===== config.mk =====
export PLATFORM = sky130hd
export DESIGN_NAME = vending_controller
export DESIGN_NICKNAME = d
export VERILOG_FILES = /design/src/rtl/vending_controller.sv
export SDC_FILE = /design/constraint.sdc
export NUM_CORES = 1
export LEC_CHECK = 0
export ABC_AREA = 1
export ABC_CLOCK_PERIOD_IN_PS = 12600
export CORE_MARGIN = 2
export CORE_UTILIZATION = 58
export CTS_CLUSTER_DIAMETER = 120
export DETAILED_ROUTE_END_ITERATION = 7
export PLACE_DENSITY_LB_ADDON = 0.08
export SLEW_MARGIN = 20
export SYNTH_ARGS = -nofsm -noshare
export SYNTH_HDL_FRONTEND = slang
export SYNTH_SLANG_ARGS = --single-unit

===== constraint.sdc =====
create_clock -name clk -period 12.6 [get_ports clk]
set_clock_uncertainty 0.05 [all_clocks]
set_input_delay 2.52 -clock clk [delete_from_list [all_inputs] [get_ports clk]]
set_output_delay 2.52 -clock clk [all_outputs]
set_load 0.01 [all_outputs]

===== src/rtl/vending_controller.sv =====
// vending_controller: coin-operated vending FSM with credit, item vend and greedy change.
// Define VEND_STOCK_EN to add per-item stock counters, sold-out errors and restock.
module vending_controller #(
    parameter int N_ITEMS    = 4,
    parameter int CW         = 16,
    parameter int PRICE_W    = 8,
    parameter int CREDIT_MAX = 995,
    parameter int STOCK_W    = 4,
    parameter int STOCK_INIT = 8
) (
    input  logic                       clk,
    input  logic                       rst_n,
    input  logic                       coin_5,
    input  logic                       coin_10,
    input  logic                       coin_50,
    input  logic [N_ITEMS-1:0]         item_sel,
    input  logic [N_ITEMS*PRICE_W-1:0] item_price,
    input  logic                       cash_back,
    input  logic                       restock,
    output logic [CW-1:0]              credit,
    output logic                       vend_valid,
    output logic [3:0]                 vend_item,
    input  logic                       vend_ready,
    output logic                       change_valid,
    output logic [1:0]                 change_coin,
    input  logic                       change_ready,
    output logic                       busy,
    output logic                       err_insufficient,
    output logic                       err_overflow,
    output logic                       err_soldout,
    output logic                       coin_reject
);
    localparam int LW = N_ITEMS + 4;
    localparam int IW = $clog2(N_ITEMS);
    localparam logic [CW-1:0] V5   = CW'(5);
    localparam logic [CW-1:0] V10  = CW'(10);
    localparam logic [CW-1:0] V50  = CW'(50);
    localparam logic [CW:0]   MAXC = (CW+1)'(CREDIT_MAX);

    typedef enum logic [1:0] {IDLE, VEND, CHANGE} state_t;

    state_t        state_q;
    logic [LW-1:0] lvl_q, hist_q, ev;
    logic [CW-1:0] credit_q;
    logic [3:0]    vend_item_q;
    logic [1:0]    change_coin_q;
    logic          ins_q, ovf_q, sold_q, rej_q;

    logic [CW-1:0]      coin_sum, after_coins, coin_val, change_left;
    logic [CW:0]        coin_total;
    logic               coin_ev, coin_ovf, item_ev, soldout;
    logic [3:0]         sel_idx;
    logic [PRICE_W-1:0] sel_price;

    function automatic logic [1:0] greedy(input logic [CW-1:0] c);
        return c >= V50 ? 2'd3 : c >= V10 ? 2'd2 : 2'd1;
    endfunction

    // ev bits: [0] coin_5, [1] coin_10, [2] coin_50, [3] cash_back, [4+i] item i
    assign ev = lvl_q & ~hist_q;

    always_comb begin
        coin_sum    = (ev[0] ? V5 : '0) + (ev[1] ? V10 : '0) + (ev[2] ? V50 : '0);
        coin_total  = {1'b0, credit_q} + {1'b0, coin_sum};
        coin_ev     = |ev[2:0];
        coin_ovf    = coin_total > MAXC;
        after_coins = coin_ovf ? credit_q : coin_total[CW-1:0];
        item_ev     = |ev[4 +: N_ITEMS];
        sel_idx     = '0;
        sel_price   = '0;
        for (int i = N_ITEMS - 1; i >= 0; i--) begin
            if (ev[4+i]) begin
                sel_idx   = 4'(i);
                sel_price = item_price[i*PRICE_W +: PRICE_W];
            end
        end
        coin_val    = change_coin_q == 2'd3 ? V50 : change_coin_q == 2'd2 ? V10 : V5;
        change_left = credit_q - coin_val;
    end

    always_ff @(posedge clk or negedge rst_n) begin
        if (!rst_n) begin
            state_q       <= IDLE;
            lvl_q         <= '1;
            hist_q        <= '1;
            credit_q      <= '0;
            vend_item_q   <= '0;
            change_coin_q <= '0;
            ins_q         <= 1'b0;
            ovf_q         <= 1'b0;
            sold_q        <= 1'b0;
            rej_q         <= 1'b0;
        end else begin
            lvl_q  <= {item_sel, cash_back, coin_50, coin_10, coin_5};
            hist_q <= lvl_q;
            ins_q  <= 1'b0;
            ovf_q  <= 1'b0;
            sold_q <= 1'b0;
            rej_q  <= coin_ev && (state_q != IDLE || coin_ovf);
            case (state_q)
                IDLE: begin
                    ovf_q    <= coin_ev && coin_ovf;
                    credit_q <= after_coins;
                    if (ev[3]) begin
                        if (after_coins >= V5) begin
                            state_q       <= CHANGE;
                            change_coin_q <= greedy(after_coins);
                        end else begin
                            credit_q <= '0;
                        end
                    end else if (item_ev) begin
                        if (soldout) begin
                            sold_q <= 1'b1;
                        end else if (after_coins >= CW'(sel_price)) begin
                            credit_q    <= after_coins - CW'(sel_price);
                            vend_item_q <= sel_idx;
                            state_q     <= VEND;
                        end else begin
                            ins_q <= 1'b1;
                        end
                    end
                end
                VEND: if (vend_ready) state_q <= IDLE;
                CHANGE: begin
                    // residue below the smallest coin is forfeited
                    if (change_ready) begin
                        if (change_left < V5) begin
                            credit_q <= '0;
                            state_q  <= IDLE;
                        end else begin
                            credit_q      <= change_left;
                            change_coin_q <= greedy(change_left);
                        end
                    end
                end
                default: state_q <= IDLE;
            endcase
        end
    end

`ifdef VEND_STOCK_EN
    logic [STOCK_W-1:0] stock_q [N_ITEMS];
    logic               rs_lvl_q, rs_hist_q;

    always_ff @(posedge clk or negedge rst_n) begin
        if (!rst_n) begin
            rs_lvl_q  <= 1'b1;
            rs_hist_q <= 1'b1;
            for (int i = 0; i < N_ITEMS; i++) stock_q[i] <= STOCK_W'(STOCK_INIT);
        end else begin
            rs_lvl_q  <= restock;
            rs_hist_q <= rs_lvl_q;
            if (state_q == IDLE && rs_lvl_q && !rs_hist_q) begin
                for (int i = 0; i < N_ITEMS; i++) stock_q[i] <= STOCK_W'(STOCK_INIT);
            end else if (state_q == VEND && vend_ready) begin
                stock_q[vend_item_q[IW-1:0]] <= stock_q[vend_item_q[IW-1:0]] - STOCK_W'(1);
            end
        end
    end

    assign soldout = stock_q[sel_idx[IW-1:0]] == '0;
`else
    logic unused_restock;
    assign unused_restock = restock;
    assign soldout        = 1'b0;
`endif

    assign credit           = credit_q;
    assign vend_valid       = state_q == VEND;
    assign vend_item        = vend_item_q;
    assign change_valid     = state_q == CHANGE;
    assign change_coin      = change_coin_q;
    assign busy             = state_q != IDLE;
    assign err_insufficient = ins_q;
    assign err_overflow     = ovf_q;
    assign err_soldout      = sold_q;
    assign coin_reject      = rej_q;
endmodule


==> flow_metrics.tcl <==
set metrics [dict create \
    status "finished, final reports clean" \
    reg2reg_depth 32 \
    grt_first_pass_wirelength_um 19700 \
    synth_largest_area_cell "dfrtp_1" \
    drt_iter0_markers 268 \
    core-area_um2 7330 \
    crit_required_ns 12.74 \
    clk_latency_ns 0.31 \
    relSlewSlack_pct 36.3 \
    synth_top_area_share_pct 14.1 \
    diodes 0 \
    multi_input_area_um2 2850 \
    place_hpwl_um 9550 \
    clkSinkCount 41 \
    cts_resized 0 \
    ios 74 \
    clk_path_buf_depth 2 \
    synthTopCellsByCount "nand2_1 (166), inv_1 (95), nor2_1 (83), nand3_1 (64), a21oi_1 (28)" \
    first_pass_iters 5 \
    die_area_um2 8350 \
    io_buffer_count 69 \
    worst_pin_slew_ns 0.956 \
    yosysMostFrequentCell "nand2_1" \
    syn_avg_cell_area_um2 6.53 \
    cts_root_buffer "clkbuf_8" \
    grt_max_degree 42 \
    final_core_util_pct 71.4 \
    hold_path.class "register to register" \
    cts_hold_buf 0 \
    whs_path_depth 0 \
    ys_types 48 \
    fin_crit_ns 6.60 \
    r2r_setup_slack_ns 6.00 \
    rsz0062_at_grt "no" \
    fp.dieH_um 91.4 \
    yosys_warnings 0 \
    h-tree-depth 2 \
    start_kind "register" \
    hold_ws_ns 0.320 \
    final_nets 813 \
    setup_violations 0 \
    synthCells 678 \
    die_x_um 91.4 \
    powerDensity_nw_per_um2 241 \
    critPathMostFrequentCell "nand2_1" \
    synth_enable_flop_cells 0 \
    end_kind "register" \
    placed_cell_area_um2 5120 \
    synthMuxAreaShare_pct 0 \
    finalSetupTns_ns 0 \
    slowest_delay_ns 0.53 \
    cap_violations 0 \
    slew_violations 0 \
    cts_setup_buffers 0 \
    ys_seq_area_share_pct 23.6 \
    cts_buffers 5 \
    ant_nets 0 \
    wl_um 11900 \
    grt_pass1_vias 4315 \
    synth_compound_area_share_pct 12.6 \
    layout-drive-gt1-share_pct 9.99 \
    syn_area_um2 4430 \
    design_area_um2 5230 \
    ys_top_cells_by_area "dfrtp_1 (14%), nand2_1 (14%), dfstp_2 (9.5%)" \
    ys_ff_latch 41 \
    path_class "register to register" \
    timing.fmax_mhz 152 \
    synth_top_family_by_area "simple AND/OR/NAND/NOR gates" \
    timing.rr.end "credit[3]" \
    num_rows 31 \
    holdCritStartpoint "lvl_q[5]" \
    arrival_ns 6.74 \
    async_flop_share_pct 100 \
    synthXorXnorAreaFrac_pct 3.56 \
    synth-simple-area-share_pct 39.7 \
    clk_pin_slew_worst_paths_ns 0.09 \
    grtUsageTotal_pct 28.8 \
    wl_per_cell_um 14.1 \
    viasPerCell 5.57 \
    gr-total-overflow 0 \
    min_to "hist_q[5]" \
    leakage_nw 2.59 \
    antenna_found_initial 0 \
    ys.flop_type "dfrtp_1" \
    syn_to_final_growth_pct 18.2 \
    place.gp.congestion 0.919 \
    regArea_um2 1050 \
    fill_cells 609 \
    tritoncts "yes" \
    r2r-start "hist_q[1]" \
    vias 4676 \
    drc 0 \
    synth_adder_area_share_pct 8.42 \
    fin_crit_sh_pct 52.4 \
    slowest_stage "dfstp_2" \
    ir_drop_v 0.000114 \
    initial_core_util_pct 60.4 \
    finalHoldViolCount 0 \
    worstPathMaxFanout 21 \
]
cell type report:
| type | instances | area share, % |
|---|---|---|
| Timing Repair Buffer | 72 | 13.5 |
| Clock inverter | 3 | 0.837 |
| Sequential cell | 41 | 20.0 |
| Inverter | 103 | 7.43 |
| Tap cell | 99 | 2.37 |
| Multi-Input combinational cell | 517 | 54.5 |
| Clock buffer | 5 | 1.31 |
cell families after synthesis:
group	Yosys count
compound gates	90
xor+xnor	18
fa+ha+maj	28
buf+inv	122
flops	41
other cells	1
simple gates	378
state kept, by name, summed over array words and instances (netlist names):
register / count
coin_reject: 1
vend_item: 2
state_q: 2
credit: 16
change_coin: 2
hist_q: 8
err_overflow: 1
lvl_q: 8
err_insufficient: 1
stage by stage:
step                      power [mW]  instances  setup slack (ns)
after global routing            1.38        840              5.51
after global placement          1.10        832              6.28
final                           1.26        840              6.00
after CTS                       1.25        840              6.08
after detailed placement        1.13        832              6.09
after floorplan                0.895        680              7.18
power by group:
part	switching, mW	internal [mW]	total, mW
sequential	0.0745	0.173	0.248
combinational	0.549	0.351	0.900
clock	0.0518	0.0594	0.111
worst max-delay path by stage:
stage	startpoint	to	slack (ns)	depth (start not counted)
final	hist_q[1]	credit[3]	6.00	32
after global routing	hist_q[1]	credit[3]	5.51	32
after CTS	hist_q[1]	credit[3]	6.08	32
after detailed placement	hist_q[1]	credit[3]	6.09	32
after global placement	hist_q[1]	credit[3]	6.28	32
after floorplan	hist_q[1]	credit[6]	7.18	35
placed cells by master (no fill, tap or decap), types with 4 or more instances in the layout:
cell type and n:
a21oi_1 28, nand4_1 14, dfstp_2 16, nor2_4 4
o21a_1 10, or2_2 8, nand3_4 4, o21ai_0 25
o21ai_1 5, clkdlybuf4s50_1 68, a221oi_1 9, nor3_1 8
nand2_1 166, inv_2 6, xnor2_1 6, clkbuf_8 5
nand2_2 7, xor2_1 12, dfrtp_1 25, nor2_1 83
nand3_2 5, ha_1 25, inv_1 95, nand3_1 64
worst max-delay path, delay by kind of cell, from the launching register on:
family	cells	cell delay (ns)
simple gates	15	2.07
compound gates	6	1.74
fa+ha+maj	5	1.54
flops	1	0.53
buf+inv	5	0.39
xor+xnor	1	0.17
metal layers:
metal | wire length (um) | vias up | global-route usage, %
met1 | 5130 | 2126 | 37.0
met3 | 834 | 21 | 3.82
met5 | 0 | - | 0
met4 | 212 | 0 | 7.83
li1 | - | 2314 | -
met2 | 5700 | 215 | 50.9
(Power assumes the default switching activity.)
